--- src/rtl/cp0_exc_unit.sv ---
// Coprocessor-0 exception unit: decides exception/interrupt entry at M stage,
// holds SR/Cause/EPC and services mfc0/mtc0/eret.
module cp0_exc_unit #(
  parameter logic [31:0] PRID = 32'h0000_2020
) (
  input  logic        clk,
  input  logic        reset_n,
  input  logic        ExcGot,
  input  logic [4:0]  ExcCodeIn,
  input  logic [31:0] PC,
  input  logic        BDIn,
  input  logic [5:0]  HWInt,
  input  logic [4:0]  A1,
  input  logic [4:0]  A2,
  input  logic        WE,
  input  logic [31:0] DIn,
  input  logic        EXLClr,
  output logic [31:0] DOut,
  output logic [31:0] EPCOut,
  output logic        Req
);

  logic [5:0]  sr_im_q,     sr_im_d;
  logic        sr_exl_q,    sr_exl_d;
  logic        sr_ie_q,     sr_ie_d;
  logic        cause_bd_q,  cause_bd_d;
  logic [5:0]  cause_ip_q,  cause_ip_d;
  logic [4:0]  cause_exc_q, cause_exc_d;
  logic [31:0] epc_q,       epc_d;

  logic        int_req_s;
  logic        exc_req_s;
  logic        req_s;
  logic [31:0] epc_raw_s;

  // Entry request: EXL masks both interrupts and synchronous exceptions.
  always_comb begin
    int_req_s = (|(HWInt & sr_im_q)) & sr_ie_q & ~sr_exl_q;
    exc_req_s = ExcGot & ~sr_exl_q;
    req_s     = int_req_s | exc_req_s;
    epc_raw_s = BDIn ? (PC - 32'd4) : PC;
  end

  assign Req    = req_s;
  assign EPCOut = epc_q;

  // Next-state: exception entry outranks mtc0, eret clear outranks an SR write.
  always_comb begin
    sr_im_d     = sr_im_q;
    sr_exl_d    = sr_exl_q;
    sr_ie_d     = sr_ie_q;
    cause_bd_d  = cause_bd_q;
    cause_ip_d  = HWInt;
    cause_exc_d = cause_exc_q;
    epc_d       = epc_q;
    if (req_s) begin
      sr_exl_d    = 1'b1;
      cause_bd_d  = BDIn;
      epc_d       = {epc_raw_s[31:2], 2'b00};
      cause_exc_d = int_req_s ? 5'd0 : ExcCodeIn;
    end else begin
      if (WE) begin
        case (A2)
          5'd12: begin
            sr_im_d  = DIn[15:10];
            sr_exl_d = DIn[1];
            sr_ie_d  = DIn[0];
          end
          5'd14:   epc_d = DIn;
          default: epc_d = epc_q;
        endcase
      end else begin
        epc_d = epc_q;
      end
      if (EXLClr) begin
        sr_exl_d = 1'b0;
      end else begin
        sr_exl_d = sr_exl_d;
      end
    end
  end

  // State registers.
  always_ff @(posedge clk or negedge reset_n) begin
    if (!reset_n) begin
      sr_im_q     <= 6'd0;
      sr_exl_q    <= 1'b0;
      sr_ie_q     <= 1'b0;
      cause_bd_q  <= 1'b0;
      cause_ip_q  <= 6'd0;
      cause_exc_q <= 5'd0;
      epc_q       <= 32'd0;
    end else begin
      sr_im_q     <= sr_im_d;
      sr_exl_q    <= sr_exl_d;
      sr_ie_q     <= sr_ie_d;
      cause_bd_q  <= cause_bd_d;
      cause_ip_q  <= cause_ip_d;
      cause_exc_q <= cause_exc_d;
      epc_q       <= epc_d;
    end
  end

  // mfc0 read mux; unimplemented fields and registers read as zero.
  always_comb begin
    case (A1)
      5'd12:   DOut = {16'd0, sr_im_q, 8'd0, sr_exl_q, sr_ie_q};
      5'd13:   DOut = {cause_bd_q, 15'd0, cause_ip_q, 3'd0, cause_exc_q, 2'd0};
      5'd14:   DOut = epc_q;
      5'd15:   DOut = PRID;
      default: DOut = 32'd0;
    endcase
  end

endmodule

--- config.mk ---
export PLATFORM = sky130hd
export DESIGN_NAME = cp0_exc_unit
export DESIGN_NICKNAME = d
export VERILOG_FILES = /design/src/rtl/cp0_exc_unit.sv
export SDC_FILE = /design/constraint.sdc
export NUM_CORES = 1
export LEC_CHECK = 0
export BUFFER_PORTS_ARGS = -buffer_cell sky130_fd_sc_hd__buf_4
export CORE_MARGIN = 2
export CORE_UTILIZATION = 48
export DETAILED_ROUTE_END_ITERATION = 6
export PLACE_DENSITY = 0.81
export SETUP_SLACK_MARGIN = 0.3
export SLEW_MARGIN = 10
export SYNTH_ARGS = -nofsm -noshare
export SYNTH_HDL_FRONTEND = slang
export SYNTH_SLANG_ARGS = --single-unit
--- constraint.sdc ---
create_clock -name clk -period 2.3 [get_ports clk]
set_input_delay 0.115 -clock clk [delete_from_list [all_inputs] [get_ports clk]]
set_output_delay 0.115 -clock clk [all_outputs]
set_load 0.005 [all_outputs]
**Yosys cells after proc, flatten, opt, wreduce, memory -nomap -nowiden**

Cells that the tools add are included.

- $add $sub $neg: 1
- Eq/ne operators: 6
- Multiplexer cells: 10
- Bitwise gates (word level): 7
- Reduce and logical (&&, ||, !) cells: 8

Operators with widths:

| cell | number |
|---|---|
| $mux W32 | 4 |
| $pmux W32 S4 | 1 |
| $sub A32 B3 Y32 const B | 1 |
| $eq A5 B4 Y1 const B | 6 |
| $and A6 B6 Y6 | 1 |
| $reduce_bool A3 Y1 | 2 |
| $reduce_or A6 Y1 | 1 |
| $mux W5 | 1 |
| $mux W1 | 4 |
| $reduce_and A2 Y1 | 2 |
| $reduce_bool A2 Y1 | 2 |
| $and A1 B1 Y1 | 3 |
| $reduce_and A3 Y1 | 1 |
| $not A1 Y1 | 2 |
| $or A1 B1 Y1 | 1 |

- Flip-flop bits (word level): 52
- Input bits: 91
- Output and inout port bits: 65
- Logic and storage cells: 39

**Longest topological paths before layout**

Gate-level depths: netlist of the first run.

- Depth in word-level cells: 7
- Depth in mapped cells: 8
- Gate-level depth less buffers: 6

**Worst setup path after synthesis of the first run**

Ideal clock, no wire load.

- Kind: reg-to-reg
- From: register sr_im_q[5]
- To: register sr_ie_q
- Setup time: 125 ps
- Arrival time: 1749 ps
- Data required time: 2175 ps
- Path slack: 427 ps
- Stages on the path, launching flop included: 6
- Buffers on the path: 1
- Clock period less this slack: 1873 ps
- Cells stage by stage: dfrtp_1 > a221o_1 > o31ai_4 > and2_1 > buf_2 > mux2_2

- Cells in the longest elaborated chain, start to end: 7

Ends and longest elaborated chain:

| item | RTL line | text |
|---|---|---|
| start: declaration | 23 | `logic [5:0] sr_im_q, sr_im_d;` |
| start signal: assignment | 94 | `sr_im_q <= sr_im_d;` |
| $and A6 B6 Y6 | 38 | `int_req_s = (\|(HWInt & sr_im_q)) & sr_ie_q & ~sr_exl_q;` |
| $reduce_or A6 Y1 | 38 |  |
| $and A1 B1 Y1 (2 in a row) | 38 |  |
| $or A1 B1 Y1 | 40 | `req_s = int_req_s \| exc_req_s;` |
| $not A1 Y1 (no line) | - |  |
| $reduce_and A3 Y1 (no line) | - |  |
| end signal: assignment | 96 | `sr_ie_q <= sr_ie_d;` |
| end: declaration | 25 | `logic sr_ie_q, sr_ie_d;` |

Every way passes these cells.
A chain may end at the register's enable or synchronous reset.

**Worst setup path in the final report of the first run**

- From: input HWInt[4]
- To: output Req

- Cells in the longest elaborated chain, start to end: 5

Ends and longest elaborated chain:

| item | RTL line | text |
|---|---|---|
| start: declaration | 12 | `input logic [5:0] HWInt,` |
| $and A6 B6 Y6 | 38 |  |
| $reduce_or A6 Y1 | 38 |  |
| $and A1 B1 Y1 (2 in a row) | 38 |  |
| $or A1 B1 Y1 | 40 |  |
| end: declaration | 20 | `output logic Req` |

Every way passes these cells.

==> results of run 1 <==
==> worst paths after layout <==
kind / to / slack [ns] / depth (start not counted)
setup / recovery: Req / 0.29 / 7
hold / removal: cause_exc_q[1] / 0.02 / 2
setup reg to reg: sr_im_q[2] / 0.34 / 4
hold reg to reg: cause_exc_q[3] / 0.51 / 1
max in group asynchronous: cause_exc_q[1] / 1.45 / 2
min in group asynchronous: EPCOut[16] / 0.39 / 2
==> power groups by stage <==
stage,Sequential [W],Combinational (W),Clock (W)
after global routing,0.00160,0.00182,0.000778
after CTS,0.00155,0.00165,0.000748
final,0.00155,0.00166,0.000739
after global placement,0.00155,0.00156,0
after floorplan,0.00151,0.000787,0
after detailed placement,0.00156,0.00161,0
==> routing by layer <==
metal | global-route usage, % | share of wire, % | routed length [µm]
met3 | 4.10 | 7.5 | 831
met5 | 0 | 0 | 0
met4 | 5.79 | 0.94 | 104
met2 | 48.4 | 50 | 5510
met1 | 36.9 | 42 | 4630
==> what timing repair did <==
item | CTS | global route
hold buffers | 7 | 1
buffers inserted | 2 | 0
pin swaps | 2 | 0
endpoints found under the hold margin | 58 | 1
setup endpoints to repair | 22 | 14
gates resized for setup | 5 | 1
==> Yosys cell counts (6+ instances only) <==
master                     instances  share of area [%]
sky130_fd_sc_hd__and2_1           19                3.4
sky130_fd_sc_hd__xor2_1            8                2.0
sky130_fd_sc_hd__mux2i_1          34                9.9
sky130_fd_sc_hd__buf_2             7                1.0
sky130_fd_sc_hd__nor2_1           27                2.9
sky130_fd_sc_hd__clkbuf_1         14                1.5
sky130_fd_sc_hd__nor3_1            9                1.3
sky130_fd_sc_hd__nand2_1          13                1.4
sky130_fd_sc_hd__dfrtp_1          52                 38
sky130_fd_sc_hd__nand3_1           6               0.87
sky130_fd_sc_hd__mux2_2            7                2.3
sky130_fd_sc_hd__o21ai_0          11                1.6
sky130_fd_sc_hd__a22o_1            8                2.0
sky130_fd_sc_hd__a21oi_1           6               0.87
sky130_fd_sc_hd__a31oi_1          24                4.4
sky130_fd_sc_hd__or4_1             8                1.7
sky130_fd_sc_hd__nor4_1            8                1.5
sky130_fd_sc_hd__o311ai_0          7                1.8
sky130_fd_sc_hd__a211oi_1         20                4.4
sky130_fd_sc_hd__o31ai_1           8                1.7
sky130_fd_sc_hd__inv_1            19                2.1
==> per-stage QoR <==
| stage | std cells | instance area [µm²] |
|---|---|---|
| floorplan | 371 | 3450 |
| global placement | 610 | 4750 |
| detailed placement | 610 | 4750 |
| CTS | 626 | 4970 |
| global route | 627 | 4980 |
| finish | 627 | 4980 |
==> logic make-up (layout without fill, tap and decap cells) <==
group                    after synthesis  count (layout)  synth area share (%)
AND/OR/NAND/NOR                      123             123                  20.9
adder cells (fa/ha/maj)                1               1                 0.363
flip-flops                            52              52                  37.7
AO/OA/AOI/OAI                        101             101                  21.3
XOR/XNOR                              10              10                  2.54
multiplexers                          41              41                  12.1
buffers and inverters                 43             203                  5.04
==> cell type report <==
class	count	share of cell area, %
Tap cell	96	2.41
Sequential cell	52	26.1
Multi-Input combinational cell	276	39.8
Timing Repair Buffer	177	27.6
Inverter	19	1.48
Clock inverter	2	1.21
Clock buffer	5	1.38
==> state kept, by name, summed over array words and instances (netlist names) <==
name / cells
EPCOut: 32
cause_bd_q: 1
cause_exc_q: 5
cause_ip_q: 6
sr_exl_q: 1
sr_ie_q: 1
sr_im_q: 6
==> reports/results.md, run 1 <==
| Step | Quantity | This run |
|---|---|---|
| place | Worst slack after detailed placement | 0.166 ns |
| finish | Antenna fix cells | 0 |
| grt | Overall global routing resource usage | 27.8% |
| finish | Share of post-route cells with drive strength above 1 | 37.1% |
| detailed routing | Post-route DRC | 0 |
| clock tree | Inserted Clock Buffers | 5 |
| clock tree | Worst skew pair latency | 0.31 ns |
| critical path | Worst path cell trace | dlygate4sd3_1 -> buf_4 -> a22o_2 -> o31ai_4 -> inv_4 -> buf_12 -> buf_4 |
| sta | Final count of hold timing violations | 0 |
| synthesis | Post-synth EDFFs | 0 |
| sta | Worst hold slack | 0.0205 ns |
| critical path | Startpoint-to-endpoint class of the critical path | input port to primary output |
| sta | Count of pins over their slew limit | 0 |
| min path | Hold wc startpoint | ExcCodeIn[1] |
| clock tree | Clock-pin slew of the registers on the worst-case setup and hold paths | 0.09 ns |
| power | Proportion of power drawn by combinational gates | 42.0% |
| place | Quantity of I/O buffers inserted on ports | 153 |
| power | Maximum vdd drop | 0.413 mV |
| synthesis | Post-synthesis instance area | 3450 µm² |
| critical path | Critical path buffer and inverter count | 5 |
| finish | Utilization after layout | 72.6% |
| critical path | Critical-path maximum fanout | 29 |
| power | Post-layout power | 0.00395 W |
| outcome | Run status | finished, final reports clean |
| clock tree | TritonCTS clock tree | done |
| sta | Setup-violating endpoint count in the final report | 0 |
| sta | Setup repair after global routing missed its margin | true |
| power | Internal Dissipation | 0.00260 W |
| clock tree | Clock net sink count | 52 |
| die | Site Rows | 30 |
| min path | Type of the tightest min-delay check | input port to flop |
| die | Number of ports placed on the die boundary | 156 |
| grt | First-pass GRT wire length | 17.1 mm |
| synthesis | Primary flip-flop cell chosen by synthesis mapping | sky130_fd_sc_hd__dfrtp_1 |
| grt | Largest net degree at the start of global routing | 53 |
| sta | Final-layout setup total negative slack | 0 ns |
| detailed routing | Routed length per placed instance | 17.7 µm |
| power | Leakage power figure | 2.22 nW |
| finish | Most frequent cells in the layout | sky130_fd_sc_hd__buf_4, sky130_fd_sc_hd__dfrtp_1, sky130_fd_sc_hd__mux2i_1 |
| finish | Leading cell type in the layout, fill and taps excluded | sky130_fd_sc_hd__buf_4 |
| finish | Filler cell count | 539 |
| critical path | CP most frequent cell | sky130_fd_sc_hd__buf_4 |
| sta | Worst-Margin Slew | 0.775 ns |
| grt | Vias in the first global route | 3462 |
| detailed routing | First-iteration detailed-routing DRC count | 278 |
| clock tree | Maximum clock path buffer count | 2 |
| synthesis | Nets in the synthesized netlist | 463 |
| synthesis | Distinct cells, synth | 49 |
| detailed routing | Per-cell via count in the routed design | 5.89 |
| power | Total net switching power | 0.00135 W |
| detailed routing | Count of TritonRoute iterations in the first routing pass | 7 |
| synthesis | Ys async rst share | 100% |
| synthesis | Yosys synthesis warning count | 0 |
| detailed routing | Aggregate routed wire length | 11.1 mm |
| finish | Layout Area Growth over Synthesis | 44.4% |
| detailed routing | Post-DRT Antenna Nets | 0 |
| critical path | Worst path slowest cell | sky130_fd_sc_hd__dlygate4sd3_1 |
| critical path | Slowest cell delay on critical path | 0.55 ns |
| power | Power density normalized to cell area | 792 nW/µm² |
| job | Max capacitance violation total | 0 |
| critical path | Kind of capture point of the worst setup path | primary output |
| sta | Worst Skew | 0.00962 ns |
| detailed routing | Vias after detailed routing | 3695 |
| die | Core area | 6870 µm² |
| power | Sequential Power Share | 39.3% |
| finish | Seq. cell area | 1300 µm² |
| clock tree | Maximum level of the CTS H-tree | 2 |
| synthesis | Syn avg cell area | 9.30 µm² |
| place | Post-DP HPWL | 8.21 mm |
| critical path | Crit path arrival time | 1.89 ns |
| grt | Antenna violations before repair | 0 |
| clock tree | Root Buffer | sky130_fd_sc_hd__clkbuf_8 |
| critical path | Family with the most delay on the worst path | buffers and inverters |
| synthesis | Sequential area share after synthesis | 37.7% |
| critical path | CP Launch Point | HWInt[4] |
| finish | Total number of nets in the final design | 623 |
| synthesis | Post-Syn Instances | 371 |
| critical path | Worst Setup Start Kind | input port |
| sta | Setup WS post-layout | 0.294 ns |
| die | Area of the die | 7880 µm² |
| critical path | Required time of the critical path | 2.18 ns |
| die | Die Span X | 88.8 µm |
| place | Final estimated routing congestion in global placement | 0.930 |
| finish | Area occupied by multi-input gates | 1990 µm² |
| critical path | Origin of the critical flop-to-flop path | sr_im_q[1] |
| synthesis | Register bit total from synthesis | 52 |
| power | Proportion of total power due to net switching | 34.1% |
| sta | Post-route fraction of the period consumed by the critical path | 87.2% |
| die | Initial core utilization | 50.2% |
| sta | Highest achievable clock rate | 499 MHz |
| power | Relative contribution of the clock network to total power | 18.7% |
| die | Die height | 88.8 µm |
| sta | Final period demand of the worst path | 2.01 ns |
| grt | Global-route congestion overflow total | 0 |
| sta | Max-slew headroom | 48.2% |
Power figures use the tool's default switching activity.
==> inputs of run 2 (changes only) <==
--- a/config.mk
+++ b/config.mk
@@ -5,11 +5,12 @@
 export SDC_FILE = /design/constraint.sdc
 export NUM_CORES = 1
 export LEC_CHECK = 0
+export ABC_AREA = 1
 export BUFFER_PORTS_ARGS = -buffer_cell sky130_fd_sc_hd__buf_4
 export CORE_MARGIN = 2
-export CORE_UTILIZATION = 48
+export CORE_UTILIZATION = 49
 export DETAILED_ROUTE_END_ITERATION = 6
-export PLACE_DENSITY = 0.81
+export PLACE_DENSITY = 0.82
 export SETUP_SLACK_MARGIN = 0.3
 export SLEW_MARGIN = 10
 export SYNTH_ARGS = -nofsm -noshare
==> run 2 against run 1 <==
Effect of this change: cell count up 29%; sequential power up 4%; via count up 12%; sequential share of layout area down 0.48 points; area after synthesis up 6.8%; clock skew down 0.0032 ns; combinational power up 26%; first-iteration DRC count down 7.6%; critical path type is now input port to flop; critical endpoint is now EPCOut[4]; largest power group unchanged; highest routed layer unchanged.
==> reports/results.md, run 2 <==
| Step | Quantity | This run |
|---|---|---|
| outcome | Run status | finished, final reports clean |
| finish | Layout Area Growth over Synthesis | 37.7% |
| clock tree | Root Buffer | sky130_fd_sc_hd__clkbuf_8 |
| sta | Worst-Margin Slew | 0.687 ns |
| die | Die Span X | 90.7 µm |
| finish | Share of post-route cells with drive strength above 1 | 27.5% |
| detailed routing | First-iteration detailed-routing DRC count | 257 |
| synthesis | Ys async rst share | 100% |
| clock tree | Clock-pin slew of the registers on the worst-case setup and hold paths | 0.09 ns |
| die | Initial core utilization | 50.8% |
| detailed routing | Count of TritonRoute iterations in the first routing pass | 6 |
| critical path | Worst Setup Start Kind | input port |
| power | Maximum vdd drop | 0.374 mV |
| synthesis | Area fraction of the dominant cell type after synthesis | 35.3% |
| finish | Largest register FFs | 32 |
| critical path | Required time of the critical path | 2.49 ns |
| clock tree | Worst skew pair latency | 0.30 ns |
| min path | Worst Hold End | sr_im_q[4] |
| critical path | Logic depth of the worst register-to-register path | 9 |
| synthesis | List of most frequent post-synthesis cells | sky130_fd_sc_hd__nand2_1, sky130_fd_sc_hd__inv_1, sky130_fd_sc_hd__nor2_1 |
| min path | Hold wc startpoint | DIn[14] |
| sta | Highest achievable clock rate | 568 MHz |
| power | Leakage power figure | 2.77 nW |
| sta | Final-layout setup total negative slack | 0 ns |
| grt | First-pass GRT wire length | 18.8 mm |
| place | Post-DP HPWL | 9.23 mm |
| die | Site Rows | 31 |
| critical path | Critical path buffer and inverter count | 3 |
| job | Max capacitance violation total | 0 |
| grt | Vias in the first global route | 3883 |
| critical path | Worst-case register-to-register setup slack | 0.67 ns |
| synthesis | Yosys synthesis warning count | 0 |
| clock tree | Inserted Clock Buffers | 5 |
| clock tree | Maximum level of the CTS H-tree | 2 |
| critical path | Critical-path maximum fanout | 36 |
| sta | Worst Skew | 0.00641 ns |
| detailed routing | Post-DRT Antenna Nets | 0 |
| grt | Largest net degree at the start of global routing | 53 |
| place | Final estimated routing congestion in global placement | 0.886 |
| critical path | Kind of capture point of the worst setup path | flop |
| synthesis | Cell types with the largest area share after synthesis | sky130_fd_sc_hd__dfrtp_1, sky130_fd_sc_hd__nand2_1, sky130_fd_sc_hd__inv_1 |
| critical path | Slowest cell delay on critical path | 0.56 ns |
| clock tree | Maximum clock path buffer count | 2 |
| critical path | Origin of the critical flop-to-flop path | sr_im_q[0] |
| die | Number of ports placed on the die boundary | 156 |
| synthesis | Primary flip-flop cell chosen by synthesis mapping | sky130_fd_sc_hd__dfrtp_1 |
| sta | Final period demand of the worst path | 1.76 ns |
| synthesis | Register bit total from synthesis | 52 |
| finish | Filler cell count | 605 |
| finish | Total number of nets in the final design | 800 |
| die | Die height | 90.7 µm |
| synthesis | Post-Syn Instances | 551 |
| critical path | Family with the most delay on the worst path | buffers and inverters |
| clock tree | TritonCTS clock tree | done |
| synthesis | Nets in the synthesized netlist | 643 |
| finish | Antenna fix cells | 0 |
| detailed routing | Aggregate routed wire length | 11.6 mm |
| synthesis | Sequential area share after synthesis | 35.3% |
| critical path | CP most frequent cell | sky130_fd_sc_hd__nand2_1 |
| power | Post-layout power | 0.00424 W |
| synthesis | Most numerous cell in the Yosys netlist | sky130_fd_sc_hd__nand2_1 |
| min path | Cell depth of the worst hold path | 3 |
| finish | Most frequent cells in the layout | sky130_fd_sc_hd__nand2_1, sky130_fd_sc_hd__buf_4, sky130_fd_sc_hd__inv_1 |
| detailed routing | Routed length per placed instance | 14.4 µm |
| critical path | Worst path slowest cell | sky130_fd_sc_hd__dlygate4sd3_1 |
| sta | Count of pins over their slew limit | 0 |
| synthesis | Syn avg cell area | 6.69 µm² |
| finish | Leading cell type in the layout, fill and taps excluded | sky130_fd_sc_hd__nand2_1 |
| detailed routing | Per-cell via count in the routed design | 5.11 |
| die | Area of the die | 8230 µm² |
| detailed routing | Vias after detailed routing | 4131 |
| clock tree | Clock net sink count | 52 |
| detailed routing | Post-route DRC | 0 |
| grt | Global-route congestion overflow total | 0 |
| critical path | CP Launch Point | HWInt[1] |
| grt | Antenna violations before repair | 0 |
| critical path | Reg-to-Reg End | EPCOut[4] |
| place | Quantity of I/O buffers inserted on ports | 153 |
| synthesis | Cell taking the most area after synthesis | sky130_fd_sc_hd__dfrtp_1 |
| die | Core area | 7250 µm² |
| min path | Type of the tightest min-delay check | input port to flop |
| synthesis | Post-synthesis instance area | 3690 µm² |
| sta | Final count of hold timing violations | 0 |
| power | Power density normalized to cell area | 835 nW/µm² |
| critical path | Worst path cell trace | dlygate4sd3_1 -> buf_4 -> nand2_1 -> nand2_1 -> a21oi_1 -> nand2_1 -> nand3_2 -> nand2_4 -> buf_12 -> o21ai_0 -> nand2_1 |
| critical path | Startpoint-to-endpoint class of the critical path | input port to flop |
| grt | Overall global routing resource usage | 28.2% |
| sta | Setup repair after global routing missed its margin | false |
| sta | Max-slew headroom | 54.2% |
| sta | Worst hold slack | 0.0354 ns |
| sta | Post-route fraction of the period consumed by the critical path | 76.6% |
| sta | Setup-violating endpoint count in the final report | 0 |
| finish | Utilization after layout | 70.0% |
| synthesis | Post-synth EDFFs | 0 |
| critical path | Crit path arrival time | 1.95 ns |
| synthesis | Distinct cells, synth | 37 |
run 2: metrics by stage:
| step | cell area [µm²] | instances | setup slack [ns] |
|---|---|---|---|
| after floorplan | 3690 | 551 | 0.915 |
| after global placement | 4900 | 793 | 0.541 |
| after detailed placement | 4900 | 793 | 0.459 |
| after CTS | 5070 | 808 | 0.343 |
| after global routing | 5080 | 808 | 0.370 |
| final | 5080 | 808 | 0.539 |
run 2: area by class of cell:
type | count | area [µm²] | area share, %
sequential | 52 | 1300 | 25.6
clock buffer | 7 | 86.3 | 1.70
timing repair buffer | 169 | 1300 | 25.6
inverter | 80 | 300 | 5.91
tap | 99 | 124 | 2.44
clock inverter | 1 | 7.51 | 0.148
multi-input combinational | 400 | 1960 | 38.6
run 2: report_power, final:
part           leakage [nW]  total [W]  switching [W]  internal [W]
combinational          2.12    0.00209        0.00114      0.000950
sequential            0.605    0.00161       0.000296       0.00131
clock                0.0445   0.000539       0.000294      0.000245
run 2: kinds of logic (layout without fill, tap and decap cells):
logic type | after synthesis | count (layout) | share of synthesized area (%)
DFF | 52 | 52 | 35.3
adders and majority gates | 1 | 1 | 0.339
buffers and inverters | 99 | 257 | 11.8
xor gates and xnor gates | 16 | 16 | 3.80
AOI/OAI and AO/OA | 72 | 72 | 10.8
and+or+nand+nor | 311 | 311 | 37.9
run 2: worst min-delay path: stages:
cell and delay, ns:
sky130_fd_sc_hd__buf_4 0.09, sky130_fd_sc_hd__nand2_1 0.04, sky130_fd_sc_hd__o21ai_0 0.06
run 2: per-layer routing:
| layer | up-vias | GRT usage (%) | share of wire (%) |
|---|---|---|---|
| met5 | - | 0 | 0 |
| met4 | 0 | 9.23 | 2.4 |
| met3 | 24 | 3.42 | 6.0 |
| met2 | 160 | 48.6 | 50 |
| met1 | 1918 | 36.7 | 42 |
| li1 | 2029 | - | - |
run 2: worst max-delay path by stage:
stage	to	slack, ns	cells after the start
4_1_cts	sr_im_q[3]	0.34	11
3_3_place_gp	sr_im_q[0]	0.54	8
6_report	EPCOut[4]	0.54	11
5_1_grt	EPCOut[4]	0.37	11
3_5_place_dp	sr_im_q[3]	0.46	8
2_1_floorplan	EPCOut[10]	0.91	12
run 2: what timing repair did:
| item | CTS | global route |
|---|---|---|
| hold buffers | 7 | 0 |
| endpoints found under the hold margin | 58 | 0 |
| gates resized for setup | 0 | 2 |
| endpoints found under the setup margin | 0 | 9 |
| buffers inserted | 0 | 0 |
